$ cat src/rtl/multicycle_controller.sv
// Multi-cycle control unit for the Simple-CPU RV32I core: steps each instruction through
// FETCH/DECODE/EXECUTE/MEM/WRITEBACK with memory handshakes, wait timeout, sticky trap and instret.
module multicycle_controller #(
   parameter int INST_WIDTH   = 32,
   parameter int ALUOP_WIDTH  = 3,
   parameter int ALUSRC_WIDTH = 2,
   parameter int TIMEOUT      = 16,
   parameter int CNT_WIDTH    = 32
) (
   input  logic                    clk,
   input  logic                    rst_n,
   input  logic [INST_WIDTH-1:0]   inst,
   input  logic                    branch_taken,
   input  logic                    imem_ready,
   input  logic                    dmem_ready,
   output logic                    imem_req,
   output logic                    dmem_req,
   output logic                    ir_write,
   output logic                    pc_write,
   output logic [1:0]              pc_sel,
   output logic                    Branch,
   output logic [ALUOP_WIDTH-1:0]  ALUOp,
   output logic [ALUSRC_WIDTH-1:0] ALUSrc,
   output logic [ALUSRC_WIDTH-1:0] ALUSrc1,
   output logic                    MemRead,
   output logic                    MemWrite,
   output logic                    MemtoReg,
   output logic                    RegWrite,
   output logic                    trap,
   output logic [1:0]              trap_cause,
   output logic [CNT_WIDTH-1:0]    instret
);

   localparam int                WAIT_W   = (TIMEOUT > 0) ? $clog2(TIMEOUT + 1) : 1;
   localparam logic [WAIT_W-1:0] WAIT_MAX = WAIT_W'(TIMEOUT);

   localparam logic [6:0] OP_R      = 7'b0110011;
   localparam logic [6:0] OP_I      = 7'b0010011;
   localparam logic [6:0] OP_LOAD   = 7'b0000011;
   localparam logic [6:0] OP_STORE  = 7'b0100011;
   localparam logic [6:0] OP_BRANCH = 7'b1100011;
   localparam logic [6:0] OP_JAL    = 7'b1101111;
   localparam logic [6:0] OP_JALR   = 7'b1100111;
   localparam logic [6:0] OP_LUI    = 7'b0110111;
   localparam logic [6:0] OP_AUIPC  = 7'b0010111;

   localparam logic [1:0] CAUSE_ILLEGAL = 2'd1;
   localparam logic [1:0] CAUSE_IMEM    = 2'd2;
   localparam logic [1:0] CAUSE_DMEM    = 2'd3;

   typedef enum logic [2:0] {
      S_FETCH  = 3'd0,
      S_DECODE = 3'd1,
      S_EXEC   = 3'd2,
      S_MEM    = 3'd3,
      S_WB     = 3'd4,
      S_TRAP   = 3'd5
   } state_e;

   state_e                 state_q, state_d;
   logic [WAIT_W-1:0]      wait_q, wait_d;
   logic [1:0]             cause_q, cause_d;
   logic [CNT_WIDTH-1:0]   instret_q, instret_d;

   logic [6:0] opcode;
   logic [4:0] rd;
   logic       is_r, is_i, is_load, is_store, is_branch;
   logic       is_jal, is_jalr, is_lui, is_auipc, is_legal;
   logic       tmo_hit;
   logic       unused_inst_hi;

   logic [ALUOP_WIDTH-1:0]  aluop_dec;
   logic [ALUSRC_WIDTH-1:0] src2_dec;
   logic [ALUSRC_WIDTH-1:0] src1_dec;

   assign opcode         = inst[6:0];
   assign rd             = inst[11:7];
   assign unused_inst_hi = ^inst[INST_WIDTH-1:12];

   assign is_r      = (opcode == OP_R);
   assign is_i      = (opcode == OP_I);
   assign is_load   = (opcode == OP_LOAD);
   assign is_store  = (opcode == OP_STORE);
   assign is_branch = (opcode == OP_BRANCH);
   assign is_jal    = (opcode == OP_JAL);
   assign is_jalr   = (opcode == OP_JALR);
   assign is_lui    = (opcode == OP_LUI);
   assign is_auipc  = (opcode == OP_AUIPC);
   assign is_legal  = is_r | is_i | is_load | is_store | is_branch |
                      is_jal | is_jalr | is_lui | is_auipc;

   // A ready seen while the counter sits at TIMEOUT is still accepted; only a low ready traps.
   assign tmo_hit = (TIMEOUT > 0) && (wait_q == WAIT_MAX);

   always_comb begin
      aluop_dec = ALUOP_WIDTH'(5);
      if (is_r)                        aluop_dec = ALUOP_WIDTH'(0);
      else if (is_i)                   aluop_dec = ALUOP_WIDTH'(1);
      else if (is_load || is_store)    aluop_dec = ALUOP_WIDTH'(2);
      else if (is_branch)              aluop_dec = ALUOP_WIDTH'(3);
      else if (is_jal || is_jalr)      aluop_dec = ALUOP_WIDTH'(4);

      src2_dec = ALUSRC_WIDTH'(2);
      if (is_r || is_branch)
         src2_dec = ALUSRC_WIDTH'(0);
      else if (is_i || is_load || is_store || is_lui || is_auipc)
         src2_dec = ALUSRC_WIDTH'(1);

      src1_dec = ALUSRC_WIDTH'(1);
      if (is_r || is_i || is_load || is_store || is_branch)
         src1_dec = ALUSRC_WIDTH'(0);
      else if (is_lui)
         src1_dec = ALUSRC_WIDTH'(2);
   end

   always_ff @(posedge clk) begin
      if (!rst_n) begin
         state_q   <= S_FETCH;
         wait_q    <= '0;
         cause_q   <= 2'd0;
         instret_q <= '0;
      end else begin
         state_q   <= state_d;
         wait_q    <= wait_d;
         cause_q   <= cause_d;
         instret_q <= instret_d;
      end
   end

   always_comb begin
      state_d   = state_q;
      cause_d   = cause_q;
      instret_d = instret_q;
      case (state_q)
         S_FETCH: begin
            if (imem_ready) begin
               state_d = S_DECODE;
            end else if (tmo_hit) begin
               state_d = S_TRAP;
               cause_d = CAUSE_IMEM;
            end
         end
         S_DECODE: begin
            if (is_legal) begin
               state_d = S_EXEC;
            end else begin
               state_d = S_TRAP;
               cause_d = CAUSE_ILLEGAL;
            end
         end
         S_EXEC: begin
            if (is_branch)                state_d = S_FETCH;
            else if (is_load || is_store) state_d = S_MEM;
            else                          state_d = S_WB;
         end
         S_MEM: begin
            if (dmem_ready) begin
               state_d = is_load ? S_WB : S_FETCH;
            end else if (tmo_hit) begin
               state_d = S_TRAP;
               cause_d = CAUSE_DMEM;
            end
         end
         S_WB:    state_d = S_FETCH;
         S_TRAP:  state_d = S_TRAP;
         default: state_d = S_FETCH;
      endcase

      // Any state change (including entry to FETCH or MEM) restarts the wait count.
      if (state_d != state_q)
         wait_d = '0;
      else if ((state_q == S_FETCH && !imem_ready) || (state_q == S_MEM && !dmem_ready))
         wait_d = wait_q + WAIT_W'(1);
      else
         wait_d = wait_q;

      if (pc_write)
         instret_d = instret_q + CNT_WIDTH'(1);
   end

   always_comb begin
      imem_req   = 1'b0;
      dmem_req   = 1'b0;
      ir_write   = 1'b0;
      pc_write   = 1'b0;
      pc_sel     = 2'd0;
      Branch     = 1'b0;
      ALUOp      = '0;
      ALUSrc     = '0;
      ALUSrc1    = '0;
      MemRead    = 1'b0;
      MemWrite   = 1'b0;
      MemtoReg   = 1'b0;
      RegWrite   = 1'b0;
      trap       = 1'b0;
      trap_cause = 2'd0;
      instret    = '0;
      if (rst_n) begin
         instret    = instret_q;
         trap_cause = cause_q;
         if (state_q inside {S_DECODE, S_EXEC, S_MEM, S_WB}) begin
            Branch  = is_branch | is_jal | is_jalr;
            ALUOp   = aluop_dec;
            ALUSrc  = src2_dec;
            ALUSrc1 = src1_dec;
         end
         case (state_q)
            S_FETCH: begin
               imem_req = 1'b1;
               ir_write = imem_ready;
            end
            S_EXEC: begin
               if (is_branch) begin
                  pc_write = 1'b1;
                  pc_sel   = branch_taken ? 2'd1 : 2'd0;
               end
            end
            S_MEM: begin
               dmem_req = 1'b1;
               MemRead  = is_load;
               MemWrite = is_store;
               pc_write = is_store & dmem_ready;
            end
            S_WB: begin
               RegWrite = (rd != 5'd0);
               MemtoReg = is_load;
               pc_write = 1'b1;
               pc_sel   = is_jal ? 2'd1 : (is_jalr ? 2'd2 : 2'd0);
            end
            S_TRAP:  trap = 1'b1;
            default: ;
         endcase
      end
   end

endmodule

$ cat config.mk
export PLATFORM = sky130hd
export DESIGN_NAME = multicycle_controller
export DESIGN_NICKNAME = d
export VERILOG_FILES = /design/src/rtl/multicycle_controller.sv
export SDC_FILE = /design/constraint.sdc
export NUM_CORES = 1
export LEC_CHECK = 0
export CORE_MARGIN = 1
export CORE_UTILIZATION = 46
export DETAILED_ROUTE_END_ITERATION = 10
export PLACE_DENSITY_LB_ADDON = 0.05
export SYNTH_ARGS = -nofsm -noshare
export SYNTH_HDL_FRONTEND = slang
export SYNTH_SLANG_ARGS = --single-unit
$ cat constraint.sdc
create_clock -name clk -period 2.73 [get_ports clk]
set_clock_uncertainty 0.2 [all_clocks]
set_input_delay 0.546 -clock clk [delete_from_list [all_inputs] [get_ports clk]]
set_output_delay 0.546 -clock clk [all_outputs]
set_load 0.05 [all_outputs]
# Word level (Yosys, flattened, before mapping)
# Cells that the tools add are included.
[totals]
ramBits = 0
ff_bits = 42
word_cells = 119
in_bits = 37
rom_bits = 0
latch_bits = 0
mem_count = 0
[classes]
multipliers = 0
bitwise = 12
add_sub_neg = 2
n_shift = 0
n_lt_le_gt_ge = 0
reduce_logical = 22
div_mod_pow = 0
n_eq_ne = 21
n_mux = 58
[op_table]
columns = ["op", "n"]
rows = [
  ["2-to-1 mux 3 bit", 13],
  ["2-to-1 mux 2 bit", 17],
  ["adder 32 x 1 -> 32 bit, second input constant", 1],
  ["2-to-1 mux 32 bit", 1],
  ["2-to-1 mux 1 bit", 23],
  ["equality test 7 x 6 -> 1 bit, second input constant", 3],
  ["equality test 7 bit, second input constant", 3],
  ["one-hot mux 3 bit (5 select lines)", 1],
  ["equality test 7 x 5 -> 1 bit, second input constant", 2],
  ["logical OR 1 bit", 12],
  ["inequality test 2 bit, second input constant", 5],
  ["bitwise OR 1 bit", 10],
  ["equality test 7 x 2 -> 1 bit, second input constant", 1],
  ["equality test 3 x 2 -> 1 bit, second input constant", 2],
  ["equality test 3 bit, second input constant", 2],
  ["one-hot mux 2 bit (3 select lines)", 1],
  ["AND reduction 6 bit", 1],
  ["adder 5 x 1 -> 5 bit, second input constant", 1],
  ["equality test 5 bit, second input constant", 1],
  ["nonzero test 5 bit", 1],
  ["one-hot mux 2 bit (2 select lines)", 1],
  ["nonzero test 4 bit", 1],
  ["equality test 3 x 1 -> 1 bit, second input constant", 1],
  ["logical NOT 3 bit", 1],
  ["other kinds (8)", 10],
]

# Longest topological paths before layout
[depth]
ltp_word = 13
ltp_mapped = 8
ltp_nobuf = 7

# Least setup slack after synthesis
# OpenSTA, ideal clock, no wires.
[synth_path]
path_kind = "input -> output"
startpoint = "in rst_n"
endpoint = "out ir_write"
t_arrival_ns = 3.115
path_slack_ns = -1.131
path_stages = 4
n_path_buf = 1
cell_sequence = "clkbuf_1 > clkinv_1 > nor4_1 > and2_1"
[synth_via]
elab_chain_cells = 1
[synth_rtl]
columns = ["item", "line_no", "text"]
rows = [
  ["start: declaration", "11", "input logic rst_n,"],
  ["2-to-1 mux 1 bit", "198", "if (rst_n) begin"],
  ["end: declaration", "18", "output logic ir_write,"],
]
# Every way passes these cells.

# Worst setup path in the final report
[layout_path]
startpoint = "reg state_q[1]"
endpoint = "out pc_sel[0]"
[layout_via]
elab_chain_cells = 3
elab_cells_between_ends = 4
[layout_rtl]
columns = ["item", "line_no", "text"]
rows = [
  ["start: declaration", "60", "state_e state_q, state_d;"],
  ["start signal: assignment", "123", "state_q <= state_d;"],
  ["equality test 3 bit or equality test 3 x 2 -> 1 bit (tied branches)", "207", "case (state_q)"],
  ["one-hot mux 2 bit (2 select lines) (*)", "207", ""],
  ["2-to-1 mux 2 bit (*)", "198", ""],
  ["end: declaration", "20", "output logic [1:0] pc_sel,"],
]
# Every way passes the cells marked *; elsewhere a longest branch is shown, timed or not.

==> key figures <==
Synth
  • Adder-Cell Fraction of Synth Area: 1.40%
  • Compound-cell area share of the yosys netlist: between 10% and 20%
  • Main combinational cell family by area after synthesis: simple AND/OR/NAND/NOR gates
  • Syn_nets: between 300 and 400
  • #FFs+latches synth: 42
  • Syn. warnings: 0
  • Post-synth EDFFs: 0
  • Mapped Area: between 2000 and 3000 um^2
  • FFs w/ async S/R, synth: 0%
  • Synth Area in Simple Gates: a little under two fifths
  • Netlist cell types: between 50 and 60
  • Register area share after synthesis: a little under a third
  • Post-Syn Instances: 339
  • Proportion of synthesized area in mux cells: under 10%
  • Most used DFF post-synth: dfxtp_1
  • XOR/XNOR Fraction of Synth Area: ~2.9%
  • Syn Area/Cell: 7.92 um^2

STA
  • Relative slew slack: 67.6%
  • Worst hold slack: 0.294 ns
  • Final Hold Viols: 0
  • Min cycle time layout: between 2 and 3 ns
  • Slew Limit Fails: 0
  • Accumulated negative setup slack: 0 ns
  • Worst-margin pin slew: slightly below 0.5 ns
  • Max Fclk: roughly 370 MHz
  • Fin crit share: between 90% and 100%
  • Final setup fails: 0
  • Final WS setup: around 0.0073 ns

CTS
  • Clk buf depth: 2
  • CTS Root Cell: clkbuf_8
  • H-Tree Depth: 2
  • Skew-Pair Late Insertion Delay: ~0.3 ns
  • Hold Buf Count CTS: 0
  • CTS tree: built
  • Clock Pin Slew Worst Setup and Hold Paths: 0.09 ns
  • CTS buffer count: 5
  • CTS Sinks: between 40 and 50

Floorplan
  • Core Box Area: approximately 5600 um^2
  • Die H: a little under 80 um
  • Die width: 78.4 um
  • Initial core utilization: between 40% and 50%
  • # rows: 27
  • I/O pin total: 90
  • Die area: 6150 um^2

Pwr
  • Net switching power: 0.418 mW
  • Sw Ratio: 27.1%
  • Final Power: 1.54 mW
  • Pwr dens: 333 nW/um^2
  • Internal: 1.12 mW
  • Leakage: approximately 1.8 nW
  • IR drop worst, VDD: between 0.0002 and 0.0003 V
  • Sequential cell fraction of total power: between 40% and 50%
  • Comb power frac: 20.3%
  • Clock power share: 38.9%

Placed design
  • Global placement routability congestion: 0.909
  • DPL Wire Length: ~5.9 mm
  • Port bufs: ~70
  • Post-Place Worst Slack: -0.261 ns

Setup path
  • CP top delay family: simple AND/OR/NAND/NOR gates
  • Most frequent CP cell: nor2b_4
  • Crit path max-delay cell type: dfxtp_1
  • Reg2reg start: state_q[1]
  • CP arrival: just under 2 ns
  • Required time worst endpoint: between 1.5 and 2 ns
  • Startpoint class of the critical path: flop
  • Max incr delay on CP: around 0.43 ns
  • Buf+Inv Stages, Crit Path: 1
  • Crit-path cells: nor2b_4 > nor2b_4 > nand2_1 > or3_4 > a21oi_4 > buf_12
  • WS Path Type: reg -> out
  • Worst-path fanout max: 4
  • Critical path capture point type: output port
  • Worst setup path start: state_q[1]

Cells and area
  • Final nets: between 400 and 500
  • Area grow syn2layout: 72.5%
  • Fillers: about 320
  • Final core occ: between 80% and 90%
  • Layout cell share with drive strength beyond 1: 33.0%
  • Ant diodes: 0

Routing
  • Post-route ant nets: 0
  • DR WL/cell: about 17 um
  • Drc violations: 0
  • Metal3 WL: around 400 um
  • DR WL met2: ~4.6 mm
  • Via Count: roughly 3000
  • Routed wire length: about 8.7 mm
  • Highest metal used: met4
  • TritonRoute pass-1 iters: 6
  • Drt initial violations: 229
  • Met1 wire length: roughly 3.4 mm
  • Via density: about 5.9

GRT
  • Antenna violations before repair: 0
  • Tot GR Track Use: approximately 28%
  • Vias in the first global route: 2906
  • Largest net degree at the start of global routing: 26
  • Global-route wire length before repair: between 10 and 15 mm
  • Global route overflow: 0

Worst hold path
  • Hold Crit Start: instret_q[3]
  • Worst hold path class: reg -> reg

Job
  • MaxCap Viol Count: 0

Run status
  • Status: finished, final reports clean
[Yosys cell counts, types with 8 or more instances]
cell | instances | area (um^2)
dfxtp_1 | 42 | 841
and2_1 | 37 | 231
nor2_1 | 26 | 97.6
nand2_1 | 24 | 90.1
a21oi_1 | 23 | 115
clkbuf_1 | 13 | 48.8
nand3_1 | 12 | 60.1
nand4_1 | 12 | 75.1
o21ai_0 | 12 | 60.1
or3_1 | 11 | 68.8
nor3_1 | 9 | 45.0
o31ai_1 | 9 | 67.6
o21ai_1 | 8 | 40.0
[routing by layer]
metal  GRT usage (%)  vias up
met1            33.7     1437
met5               0        -
met3            4.30       17
li1                -     1464
met2            50.6      125
met4            10.4        0
[worst paths after layout]
check | endpoint | slack [ns] | cells past startpoint
worst min register to register | instret_q[3] | 0.29 | 1
worst max register to register | instret_q[19] | 0.19 | 7
worst max-delay path | pc_sel[0] | 0.007 | 6
worst min-delay path | instret_q[3] | 0.29 | 1
[sequential cells by signal, indices dropped and copies added (netlist names)]
name and count:
state_q 3, wait_q 5, instret_q 32, cause_q 2
[worst register-to-register path: cells and delay by family, from the launching register on]
family,cells,cell delay [ns]
compound gates,2,0.64
simple gates,3,0.83
flops,1,0.43
buf+inv,2,0.37
[per-stage QoR]
stage / cells / cell area, um^2
finish: 518 / 4630
global route: 518 / 4630
CTS: 518 / 4600
detailed placement: 508 / 4350
global placement: 508 / 4350
floorplan: 339 / 2790
[layout make-up]
class,instances,area (um^2),share of cell area (%)
Clock buffer,5,68.8,1.48
Clock inverter,3,68.8,1.48
Sequential cell,42,842,18.2
Multi-Input combinational cell,271,1930,41.6
Timing Repair Buffer,117,1600,34.6
Tap cell,72,90.1,1.94
Inverter,8,31.3,0.675
[layout by cell type (no fill, tap or decap), types with 4 or more instances in the layout]
cell type | netlist | final
nor4_4 | 0 | 5
or4_1 | 7 | 7
mux2_1 | 6 | 6
o21ai_1 | 8 | 9
nand2_1 | 24 | 21
buf_4 | 1 | 42
dlygate4sd2_1 | 0 | 7
and3_1 | 5 | 5
nand4_1 | 12 | 12
nor3_1 | 9 | 6
or3_1 | 11 | 10
o21a_1 | 4 | 4
and2_1 | 37 | 37
nor2_1 | 26 | 23
o31ai_1 | 9 | 9
clkbuf_8 | 0 | 5
inv_1 | 6 | 6
a21oi_1 | 23 | 22
a31oi_1 | 5 | 5
xor2_1 | 6 | 6
o21ai_0 | 12 | 11
nand3_1 | 12 | 11
nand2b_1 | 5 | 4
o2111ai_1 | 4 | 4
clkdlybuf4s50_1 | 0 | 7
dfxtp_1 | 42 | 41
buf_12 | 0 | 53
buf_6 | 3 | 5
[power groups by stage]
stage	logic [mW]	registers, mW	clock network, mW
6_report	0.313	0.630	0.600
2_1_floorplan	0.146	0.639	0
4_1_cts	0.305	0.627	0.600
3_3_place_gp	0.282	0.641	0
5_1_grt	0.330	0.631	0.636
3_5_place_dp	0.287	0.641	0
[logic make-up after synthesis]
kind of cell    after synthesis
mux                           6
flops                        42
fa+ha+maj                     3
xor+xnor                      9
buf+inv                      26
compound gates               78
simple gates                175
[repair_timing]
| item | in CTS | in global routing |
|---|---|---|
| resized for setup | 33 | 9 |
| setup endpoints to repair | 19 | 9 |
| hold endpoints to repair | 0 | 0 |
| pin swaps | 8 | 4 |
| buffers inserted | 2 | 0 |
Note: power is estimated with default switching activity, not from simulation.
